===== config.mk =====
export PLATFORM = sky130hd
export DESIGN_NAME = mem_port_arbiter_flat
export DESIGN_NICKNAME = d
export VERILOG_FILES = /design/src/rtl/mem_port_arbiter_if.sv /design/src/rtl/mem_port_arbiter.sv /design/src/flat_wrapper.sv
export SDC_FILE = /design/constraint.sdc
export NUM_CORES = 1
export LEC_CHECK = 0
export ABC_AREA = 1
export BUFFER_PORTS_ARGS = -buffer_cell sky130_fd_sc_hd__buf_2
export CAP_MARGIN = 20
export CORE_AREA = 3 3 124 126
export CTS_CLUSTER_DIAMETER = 100
export DETAILED_ROUTE_END_ITERATION = 8
export DIE_AREA = 0 0 127 129
export PLACE_DENSITY = 0.48
export SLEW_MARGIN = 20
export SYNTH_ARGS = -nofsm -noshare
export SYNTH_HDL_FRONTEND = slang
export SYNTH_SLANG_ARGS = --single-unit

===== constraint.sdc =====
create_clock -name clk -period 1.92 [get_ports clk]
set_clock_uncertainty 0.05 [all_clocks]
set_input_delay 0.192 -clock clk [delete_from_list [all_inputs] [get_ports clk]]
set_output_delay 0.192 -clock clk [all_outputs]
set_load 0.005 [all_outputs]

===== src/rtl/mem_port_arbiter_if.sv =====
// Request/response bus shared by the fetch, LSU and memory sides of the arbiter.
// The master modport issues requests; the slave modport grants and answers them.
// Instruction-fetch masters leave we/be/wdata at zero.
interface mem_port_arbiter_if;
  logic        req;
  logic        we;
  logic [3:0]  be;
  logic [31:0] addr;
  logic [31:0] wdata;
  logic        gnt;
  logic        rvalid;
  logic [31:0] rdata;
  logic        err;

  modport master (
    output req, we, be, addr, wdata,
    input  gnt, rvalid, rdata, err
  );

  modport slave (
    input  req, we, be, addr, wdata,
    output gnt, rvalid, rdata, err
  );
endinterface


===== src/rtl/mem_port_arbiter.sv =====
// Shares one req/gnt/rvalid memory port between the fetch and LSU masters.
// Latency: request and response paths are combinational (zero cycles).
// Backpressure: mem gnt low holds the selection locked; full owner FIFO blocks new requests.
module mem_port_arbiter #(
  parameter int MAX_OUTST = 2,
  parameter bit DATA_PRIO = 1'b1
) (
  input  logic                           clk,
  input  logic                           rst,
  mem_port_arbiter_if.slave              instr,
  mem_port_arbiter_if.slave              data,
  mem_port_arbiter_if.master             mem,
  output logic [$clog2(MAX_OUTST+1)-1:0] outst_cnt,
  output logic                           proto_err
);

  localparam int CNT_W = $clog2(MAX_OUTST + 1);
  localparam int PTR_W = (MAX_OUTST > 1) ? $clog2(MAX_OUTST) : 1;

  typedef enum logic {OWN_INSTR = 1'b0, OWN_DATA = 1'b1} owner_e;
  typedef enum logic {ST_OPEN = 1'b0, ST_LOCKED = 1'b1} lock_st_e;

  lock_st_e             st_q, st_d;
  owner_e               lock_own_q, lock_own_d;
  owner_e               last_win_q;
  logic [MAX_OUTST-1:0] own_fifo_q;
  logic [PTR_W-1:0]     wr_ptr_q, rd_ptr_q;
  logic [CNT_W-1:0]     cnt_q;
  logic                 perr_q;

  logic   full, empty, locked_req, sel_vld, mem_req, push, pop;
  owner_e sel, head;

  function automatic logic [PTR_W-1:0] ptr_inc(input logic [PTR_W-1:0] p);
    return (p == PTR_W'(MAX_OUTST - 1)) ? '0 : p + PTR_W'(1);
  endfunction

  assign full       = (cnt_q == CNT_W'(MAX_OUTST));
  assign empty      = (cnt_q == '0);
  assign locked_req = (lock_own_q == OWN_DATA) ? data.req : instr.req;
  assign head       = owner_e'(own_fifo_q[rd_ptr_q]);

  // Pick the master to present: a locked request sticks until granted or withdrawn.
  always_comb begin
    sel_vld = 1'b0;
    sel     = OWN_INSTR;
    if (st_q == ST_LOCKED && locked_req) begin
      sel_vld = 1'b1;
      sel     = lock_own_q;
    end else if (instr.req && data.req) begin
      sel_vld = 1'b1;
      if (DATA_PRIO) sel = OWN_DATA;
      else           sel = (last_win_q == OWN_INSTR) ? OWN_DATA : OWN_INSTR;
    end else if (data.req) begin
      sel_vld = 1'b1;
      sel     = OWN_DATA;
    end else if (instr.req) begin
      sel_vld = 1'b1;
      sel     = OWN_INSTR;
    end
  end

  assign mem_req = sel_vld && !full && !rst;
  assign push    = mem_req && mem.gnt;
  // The head entry is always an older request, so a same-cycle push is never answered.
  assign pop     = mem.rvalid && !empty && !rst;

  // Drive the memory request fields from the selected master, zero when idle.
  always_comb begin
    mem.req   = mem_req;
    mem.we    = 1'b0;
    mem.be    = 4'h0;
    mem.addr  = 32'h0;
    mem.wdata = 32'h0;
    if (sel_vld && sel == OWN_DATA) begin
      mem.we    = data.we;
      mem.be    = data.be;
      mem.addr  = data.addr;
      mem.wdata = data.wdata;
    end else if (sel_vld) begin
      mem.be    = 4'hF;
      mem.addr  = instr.addr;
    end
  end

  assign instr.gnt    = push && (sel == OWN_INSTR);
  assign data.gnt     = push && (sel == OWN_DATA);
  assign instr.rvalid = pop && (head == OWN_INSTR);
  assign data.rvalid  = pop && (head == OWN_DATA);
  assign instr.err    = instr.rvalid && mem.err;
  assign data.err     = data.rvalid && mem.err;
  assign instr.rdata  = mem.rdata;
  assign data.rdata   = mem.rdata;
  assign outst_cnt    = cnt_q;
  assign proto_err    = perr_q;

  // Lock FSM next state: lock on an unacknowledged request, release on gnt or dropped req.
  always_comb begin
    st_d       = st_q;
    lock_own_d = lock_own_q;
    case (st_q)
      ST_OPEN: begin
        if (mem_req && !mem.gnt) begin
          st_d       = ST_LOCKED;
          lock_own_d = sel;
        end
      end
      ST_LOCKED: begin
        if (mem_req && !mem.gnt) begin
          lock_own_d = sel;
        end else if (mem_req && mem.gnt) begin
          st_d = ST_OPEN;
        end else if (!locked_req) begin
          st_d = ST_OPEN;
        end
      end
      default: st_d = ST_OPEN;
    endcase
  end

  // Lock FSM state register.
  always_ff @(posedge clk) begin
    if (rst) begin
      st_q       <= ST_OPEN;
      lock_own_q <= OWN_INSTR;
    end else begin
      st_q       <= st_d;
      lock_own_q <= lock_own_d;
    end
  end

  // Owner FIFO, in-flight count, round-robin history and sticky protocol error.
  always_ff @(posedge clk) begin
    if (rst) begin
      own_fifo_q <= '0;
      wr_ptr_q   <= '0;
      rd_ptr_q   <= '0;
      cnt_q      <= '0;
      last_win_q <= OWN_INSTR;
      perr_q     <= 1'b0;
    end else begin
      if (push) begin
        own_fifo_q[wr_ptr_q] <= sel;
        wr_ptr_q             <= ptr_inc(wr_ptr_q);
        last_win_q           <= sel;
      end
      if (pop) begin
        rd_ptr_q <= ptr_inc(rd_ptr_q);
      end
      case ({push, pop})
        2'b10:   cnt_q <= cnt_q + CNT_W'(1);
        2'b01:   cnt_q <= cnt_q - CNT_W'(1);
        default: cnt_q <= cnt_q;
      endcase
      if (mem.rvalid && empty) begin
        perr_q <= 1'b1;
      end
    end
  end

endmodule

===== src/flat_wrapper.sv =====
// flat-port wrapper written by rule: the top's interface ports become plain ports
module mem_port_arbiter_flat 
#(
  parameter int MAX_OUTST = 2,
  parameter bit DATA_PRIO = 1'b1
)
  (clk, rst, outst_cnt, proto_err, instr_req, instr_we, instr_be, instr_addr, instr_wdata, instr_gnt, instr_rvalid, instr_rdata, instr_err, data_req, data_we, data_be, data_addr, data_wdata, data_gnt, data_rvalid, data_rdata, data_err, mem_req, mem_we, mem_be, mem_addr, mem_wdata, mem_gnt, mem_rvalid, mem_rdata, mem_err);
  mem_port_arbiter_if instr_i ();
  mem_port_arbiter_if data_i ();
  mem_port_arbiter_if mem_i ();
  input  logic clk;
  input  logic rst;
  output logic [$clog2(MAX_OUTST+1)-1:0] outst_cnt;
  output logic proto_err;
  input wire logic [$bits(instr_i.req)-1:0] instr_req;
  input wire logic [$bits(instr_i.we)-1:0] instr_we;
  input wire logic [$bits(instr_i.be)-1:0] instr_be;
  input wire logic [$bits(instr_i.addr)-1:0] instr_addr;
  input wire logic [$bits(instr_i.wdata)-1:0] instr_wdata;
  output wire logic [$bits(instr_i.gnt)-1:0] instr_gnt;
  output wire logic [$bits(instr_i.rvalid)-1:0] instr_rvalid;
  output wire logic [$bits(instr_i.rdata)-1:0] instr_rdata;
  output wire logic [$bits(instr_i.err)-1:0] instr_err;
  input wire logic [$bits(data_i.req)-1:0] data_req;
  input wire logic [$bits(data_i.we)-1:0] data_we;
  input wire logic [$bits(data_i.be)-1:0] data_be;
  input wire logic [$bits(data_i.addr)-1:0] data_addr;
  input wire logic [$bits(data_i.wdata)-1:0] data_wdata;
  output wire logic [$bits(data_i.gnt)-1:0] data_gnt;
  output wire logic [$bits(data_i.rvalid)-1:0] data_rvalid;
  output wire logic [$bits(data_i.rdata)-1:0] data_rdata;
  output wire logic [$bits(data_i.err)-1:0] data_err;
  output wire logic [$bits(mem_i.req)-1:0] mem_req;
  output wire logic [$bits(mem_i.we)-1:0] mem_we;
  output wire logic [$bits(mem_i.be)-1:0] mem_be;
  output wire logic [$bits(mem_i.addr)-1:0] mem_addr;
  output wire logic [$bits(mem_i.wdata)-1:0] mem_wdata;
  input wire logic [$bits(mem_i.gnt)-1:0] mem_gnt;
  input wire logic [$bits(mem_i.rvalid)-1:0] mem_rvalid;
  input wire logic [$bits(mem_i.rdata)-1:0] mem_rdata;
  input wire logic [$bits(mem_i.err)-1:0] mem_err;
  assign instr_i.req = instr_req;
  assign instr_i.we = instr_we;
  assign instr_i.be = instr_be;
  assign instr_i.addr = instr_addr;
  assign instr_i.wdata = instr_wdata;
  assign instr_gnt = instr_i.gnt;
  assign instr_rvalid = instr_i.rvalid;
  assign instr_rdata = instr_i.rdata;
  assign instr_err = instr_i.err;
  assign data_i.req = data_req;
  assign data_i.we = data_we;
  assign data_i.be = data_be;
  assign data_i.addr = data_addr;
  assign data_i.wdata = data_wdata;
  assign data_gnt = data_i.gnt;
  assign data_rvalid = data_i.rvalid;
  assign data_rdata = data_i.rdata;
  assign data_err = data_i.err;
  assign mem_req = mem_i.req;
  assign mem_we = mem_i.we;
  assign mem_be = mem_i.be;
  assign mem_addr = mem_i.addr;
  assign mem_wdata = mem_i.wdata;
  assign mem_i.gnt = mem_gnt;
  assign mem_i.rvalid = mem_rvalid;
  assign mem_i.rdata = mem_rdata;
  assign mem_i.err = mem_err;
  mem_port_arbiter #(.MAX_OUTST(MAX_OUTST), .DATA_PRIO(DATA_PRIO)) u_core (.clk(clk), .rst(rst), .instr(instr_i), .data(data_i), .mem(mem_i), .outst_cnt(outst_cnt), .proto_err(proto_err));
endmodule

; ---- Word level (Yosys, flattened, before mapping)
; Index checks and enable logic that the tools add are counted.
[word_totals]
regBits = 9
elab_cells = 71
[classes]
n_eq_ne = 3
n_mux = 28
addsub = 4
n_bitwise = 3
n_lt_le_gt_ge = 3
reduce_logical = 23
[op_table]
columns = operator, n
row1 = 32-bit 2-to-1 mux, 3
row2 = 1-bit 2-to-1 mux, 19
row3 = 1-bit logical AND, 17
row4 = 4-bit 2-to-1 mux, 2
row5 = "2-bit equality test, second input constant", 2
row6 = 1-bit logical NOT, 4
row7 = "1-bit by 2-bit < comparator with 1-bit output, second input constant", 2
row8 = 2-bit case mux with 2 select lines, 1
row9 = 1-bit inverter, 3
row10 = "1-bit adder, second input constant", 2
row11 = "2-bit by 1-bit adder with 2-bit output, second input constant", 1
row12 = 2-bit bitwise mux, 1
row13 = "2-bit by 1-bit equality test with 1-bit output, second input constant", 1
row14 = 2-bit logical NOT, 1
row15 = 1-bit case mux with 2 select lines, 1
row16 = 2-bit nonzero test, 1
row17 = "2-bit by 1-bit subtractor with 2-bit output, second input constant", 1
row18 = 1-bit demux with 1-bit select, 1
row19 = "1-bit greater-or-equal comparator, second input constant", 1

; ---- Depth between registers and ports, before layout
[depth]
ltp_word = 10
mapped_depth = 11

; ---- Least setup slack after synthesis
; Ideal clock, no wire load.
[synth_path]
kind = reg2reg
startpoint = reg u_core.cnt_q[0], in the netlist u_core.outst_cnt[0]
endpoint = reg u_core.cnt_q[1], in the netlist u_core.outst_cnt[1]
required_time_ns = 1.751
path_slack_ns = 0.278
stages_incl_launch_ff = 11
arrival_ns = 1.473
synth_period_minus_slack_ns = 1.642
cell_sequence = dfxtp_1 -> inv_2 -> nand2_1 -> inv_1 -> nor2_4 -> nand2_4 -> ha_1 -> nor2_1 -> nand2_1 -> o21ai_0 -> a21oi_1
[synth_via]
elab_chain_len = 7
elab_cells_between_ends = 15
cone_classes = 2 x add/sub / 3 x eq/ne / 1 x mux / 9 x reduce/logical
[synth_rtl]
columns = item, line
row1 = start: declaration, mem_port_arbiter.sv:28  ; logic [CNT_W-1:0] cnt_q;
row2 = start signal: assignment, mem_port_arbiter.sv:151  ; 2'b10: cnt_q <= cnt_q + CNT_W'(1);
row3 = start signal: assignment, mem_port_arbiter.sv:152  ; 2'b01: cnt_q <= cnt_q - CNT_W'(1);
row4 = start signal: assignment, mem_port_arbiter.sv:153  ; default: cnt_q <= cnt_q;
row5 = 2-bit equality test (*), mem_port_arbiter.sv:38  ; assign full = (cnt_q == CNT_W'(MAX_OUTST));
row6 = 1-bit logical NOT (*), mem_port_arbiter.sv:63  ; assign mem_req = sel_vld && !full && !rst;
row7 = 1-bit logical AND (*) (2 in a row), mem_port_arbiter.sv:63
row8 = via mem_req, flat_wrapper.sv:33  ; output wire logic [$bits(mem_i.req)-1:0] mem_req;
row9 = 1-bit logical AND (*), mem_port_arbiter.sv:64  ; assign push = mem_req && mem.gnt;
row10 = 2-bit by 1-bit equality test with 1-bit output / 2-bit equality test (equally long branches), mem_port_arbiter.sv:150  ; case ({push, pop})
row11 = 2-bit case mux with 2 select lines / 2-bit nonzero test (equally long branches), n/a
; Mark *: on every way through the listed nets, which the timed path passes. The rest lies on a longest branch.
; A chain may end at the register's enable or synchronous reset.

; ---- Worst setup path in the final report
[layout_path]
startpoint = reg u_core.lock_own_q
endpoint = out mem_addr[0]
[layout_via]
elab_chain_len = 5
elab_cells_between_ends = 7
cone_classes = 5 x mux / 2 x reduce/logical
[layout_rtl]
columns = item, line
row1 = start: declaration, mem_port_arbiter.sv:24  ; owner_e lock_own_q, lock_own_d;
row2 = start signal: assignment, mem_port_arbiter.sv:128  ; lock_own_q <= lock_own_d;
row3 = 1-bit 2-to-1 mux, mem_port_arbiter.sv:40  ; assign locked_req = (lock_own_q == OWN_DATA) ? data.req : instr.req;
row4 = 1-bit logical AND, mem_port_arbiter.sv:47  ; if (st_q == ST_LOCKED && locked_req) begin
row5 = 1-bit 2-to-1 mux, mem_port_arbiter.sv:47
row6 = 32-bit 2-to-1 mux / 1-bit logical AND (equally long branches), "mem_port_arbiter.sv:80, mem_port_arbiter.sv:75"
row7 = 32-bit 2-to-1 mux (*), mem_port_arbiter.sv:75  ; if (sel_vld && sel == OWN_DATA) begin
row8 = end: declaration, flat_wrapper.sv:36  ; output wire logic [$bits(mem_i.addr)-1:0] mem_addr;
; Mark *: on every way between the ends. The rest lies on a longest branch, timed or not.

==> out/qor.csv <==
stage;metric;value;unit
power;pwr/cell area;424.1;mW/mm2
timing;RSZ-0062 raised after global routing;false;
final_layout;non-filler cells, final;631;
yosys;Ys Warns;0;
floorplan;initial core utilization;12.82;%
placement;Placed Instances;623;
final_layout;fin util;18.36;%
worst_hold_path;hold depth;2;
timing;final hold violation count;0;
yosys;Post-Synthesis Cells;320;
route;Vias;2140;
final_layout;Area growth syn-to-layout;43.23;%
route;initial DRC count;74;
cts;cts-stage hold buffer count;0;
yosys;Synth top cells by count;inv_1, buf_4, nand2_1, nor2_1, o21ai_2;
cts;clk sinks;9;
cts;total CTS buffers;3;
worst_setup_path;R2R depth;10;
worst_setup_path;CP Launch Type;flop;
timing;crit share post-route;88.73;%
worst_setup_path;Worst EP arrival;1.46;ns
yosys;Post-synth EDFFs;0;
yosys;Yosys top cell area share;27.60;%
floorplan;Die X;127;um
yosys;Area contributors post-synth;buf_4, inv_1, o21ai_2, nand2_1, dfxtp_1;
global_route;first-pass GRT wire length;9239;um
worst_hold_path;Hold Path Class;in2reg;
floorplan;I/O pin total;320;
timing;Least-Margin Pin Slew;0.3585;ns
floorplan;Core Region;0.01442;mm2
worst_setup_path;Worst EP required;1.68;ns
final_layout;Antenna diodes;0;
route;DR WL/cell;10.12;um
cts;Clock transition at path regs;0.04;ns
route;Final Routed Wirelength;6384;um
global_route;GRT Util Overall;6.935;%
final_layout;Final Instance Area;0.002649;mm2
power;Leakage;1.709;nW
final_layout;# fillers;1678;
yosys;post-synthesis sequential area ratio;9.743;%
floorplan;Die Ht;129;um
cts;CTS max path bufs;2;
timing;Slew headroom;76.01;%
yosys;most instantiated library cell after synthesis;inv_1;
global_route;largest net degree at the start of global routing;38;
route;DR DRC count;0;
timing;setup total negative slack;0;ns
yosys;post-synth top area cell;buf_4;
floorplan;die area;0.01638;mm2
flow_run;maxcap violations;0;
final_layout;nets;626;
floorplan;cell row count;44;
timing;max-slew violations;0;
cts;Worst-Skew Late Latency;0.23;ns
yosys;Unique masters post-synth;24;
yosys;Syn Area/Cell;5.779;um2
worst_setup_path;CP max FO;14;
run_status;outcome;complete, no violations;
route;DRT antenna net count;0;
worst_setup_path;CP Capture Type;primary output;
power;worst vdd rail ir drop;0.2131;mV
yosys;syn_nets;498;
placement;Placer Congestion;0.6369;
placement;final HPWL from detailed placement;5402;um
cts;Root Buffer;clkbuf_16;
timing;# setup viols final;0;
global_route;total grt overflow;0;
timing;Fmax;0.5870;GHz
placement;DP Area;0.002536;mm2
yosys;#FFs+latches synth;9;
yosys;ys async rst share;0;%
worst_setup_path;critical path class;reg2out;
final_layout;layout cells sized above 1;52.80;%
global_route;vias in the first global route;1907;
yosys;Synth Flop Type;dfxtp_1;
cts;CTS tree;built;
yosys;Mapped Area;0.001849;mm2
route;DR pass1 iterations;3;
global_route;antenna violations before repair;0;
timing;clock period minus worst slack;1.704;ns
cts;CTS H-tree lvls;1;
route;vias per cell;3.391;
placement;Port-buffer cells;186;
flip-flops by register name, indices dropped and copies added, names as in the netlist:
name	flops
u_core.lock_own_q	1
u_core.outst_cnt	2
u_core.own_fifo_q	2
u_core.proto_err	1
u_core.rd_ptr_q	1
u_core.st_q	1
u_core.wr_ptr_q	1
area by class of cell:
class	instances	area [um2]	area share, %
clock buffer	4	78.83	2.976
inverter	77	289.0	10.91
multi-input combinational	160	828.3	31.27
sequential	9	180.2	6.802
tap	184	230.2	8.692
timing repair buffer	197	1042	39.35
metrics by stage:
| stage | setup slack (ns) | total power, mW | hold WS (ns) |
|---|---|---|---|
| after floorplan | 0.2780 | 0.5879 | 0.2137 |
| after global placement | 0.2327 | 0.7628 | 0.3341 |
| after detailed placement | 0.2374 | 0.7621 | 0.3341 |
| after CTS | 0.1226 | 1.135 | 0.1624 |
| after global routing | 0.02787 | 1.221 | 0.1751 |
| final | 0.2164 | 1.123 | 0.1579 |
layer usage:
| layer | wire, um | track usage (%) | vias up | part of all wire (%) |
|---|---|---|---|---|
| met5 | 0 | 0 | - | 0 |
| met4 | 258 | 3.533 | 0 | 4.0 |
| met3 | 851 | 3.072 | 35 | 13 |
| met2 | 2930 | 10.80 | 130 | 46 |
| met1 | 2343 | 8.089 | 853 | 37 |
| li1 | - | - | 1122 | - |
worst max-delay path, cell delays in order (launching register included):
cell     delay, ns
dfxtp_1       0.30
inv_1         0.08
nand3_1       0.08
nand2_2       0.13
o21ai_4       0.14
buf_12        0.18
o21ai_0       0.14
buf_2         0.16
cell usage in the layout, fill, tap and decap left out, types with 2 or more instances in the layout:
cell | netlist | routed
inv_2 | 2 | 2
o21ai_2 | 29 | 28
o21ai_0 | 8 | 8
nor2_1 | 47 | 47
a21oi_1 | 3 | 3
inv_1 | 75 | 75
nand4_1 | 4 | 4
buf_2 | 3 | 186
buf_12 | 0 | 2
nand2_1 | 55 | 55
nor3_1 | 3 | 3
dfxtp_1 | 9 | 9
buf_4 | 68 | 8
clkbuf_16 | 0 | 3
cells by family after synthesis:
kind of cell,share of synthesized area (%)
buf+inv,45.87
fa+ha+maj,0.6765
simple gates,25.03
compound gates,18.20
flops,9.743
xor+xnor,0.4737
what timing repair did:
item,in CTS,in global routing
setup endpoints to repair,0,3
buffers inserted,0,4
resized for setup,0,1
power by group:
part	switching, mW	internal (mW)	total, mW
registers	0.0111	0.203	0.214
logic	0.274	0.270	0.544
clock network	0.0882	0.277	0.365
total	0.373	0.751	1.12
final timing paths:
kind / slack [ns] / from / endpoint
setup reg to reg: 0.24 / u_core.outst_cnt[0] / u_core.outst_cnt[1]
hold / removal: 0.16 / rst / u_core.rd_ptr_q
setup / recovery: 0.22 / u_core.lock_own_q / mem_addr[0]
hold reg to reg: 0.42 / u_core.st_q / u_core.st_q
No activity file was read; power rests on OpenSTA's default activity.
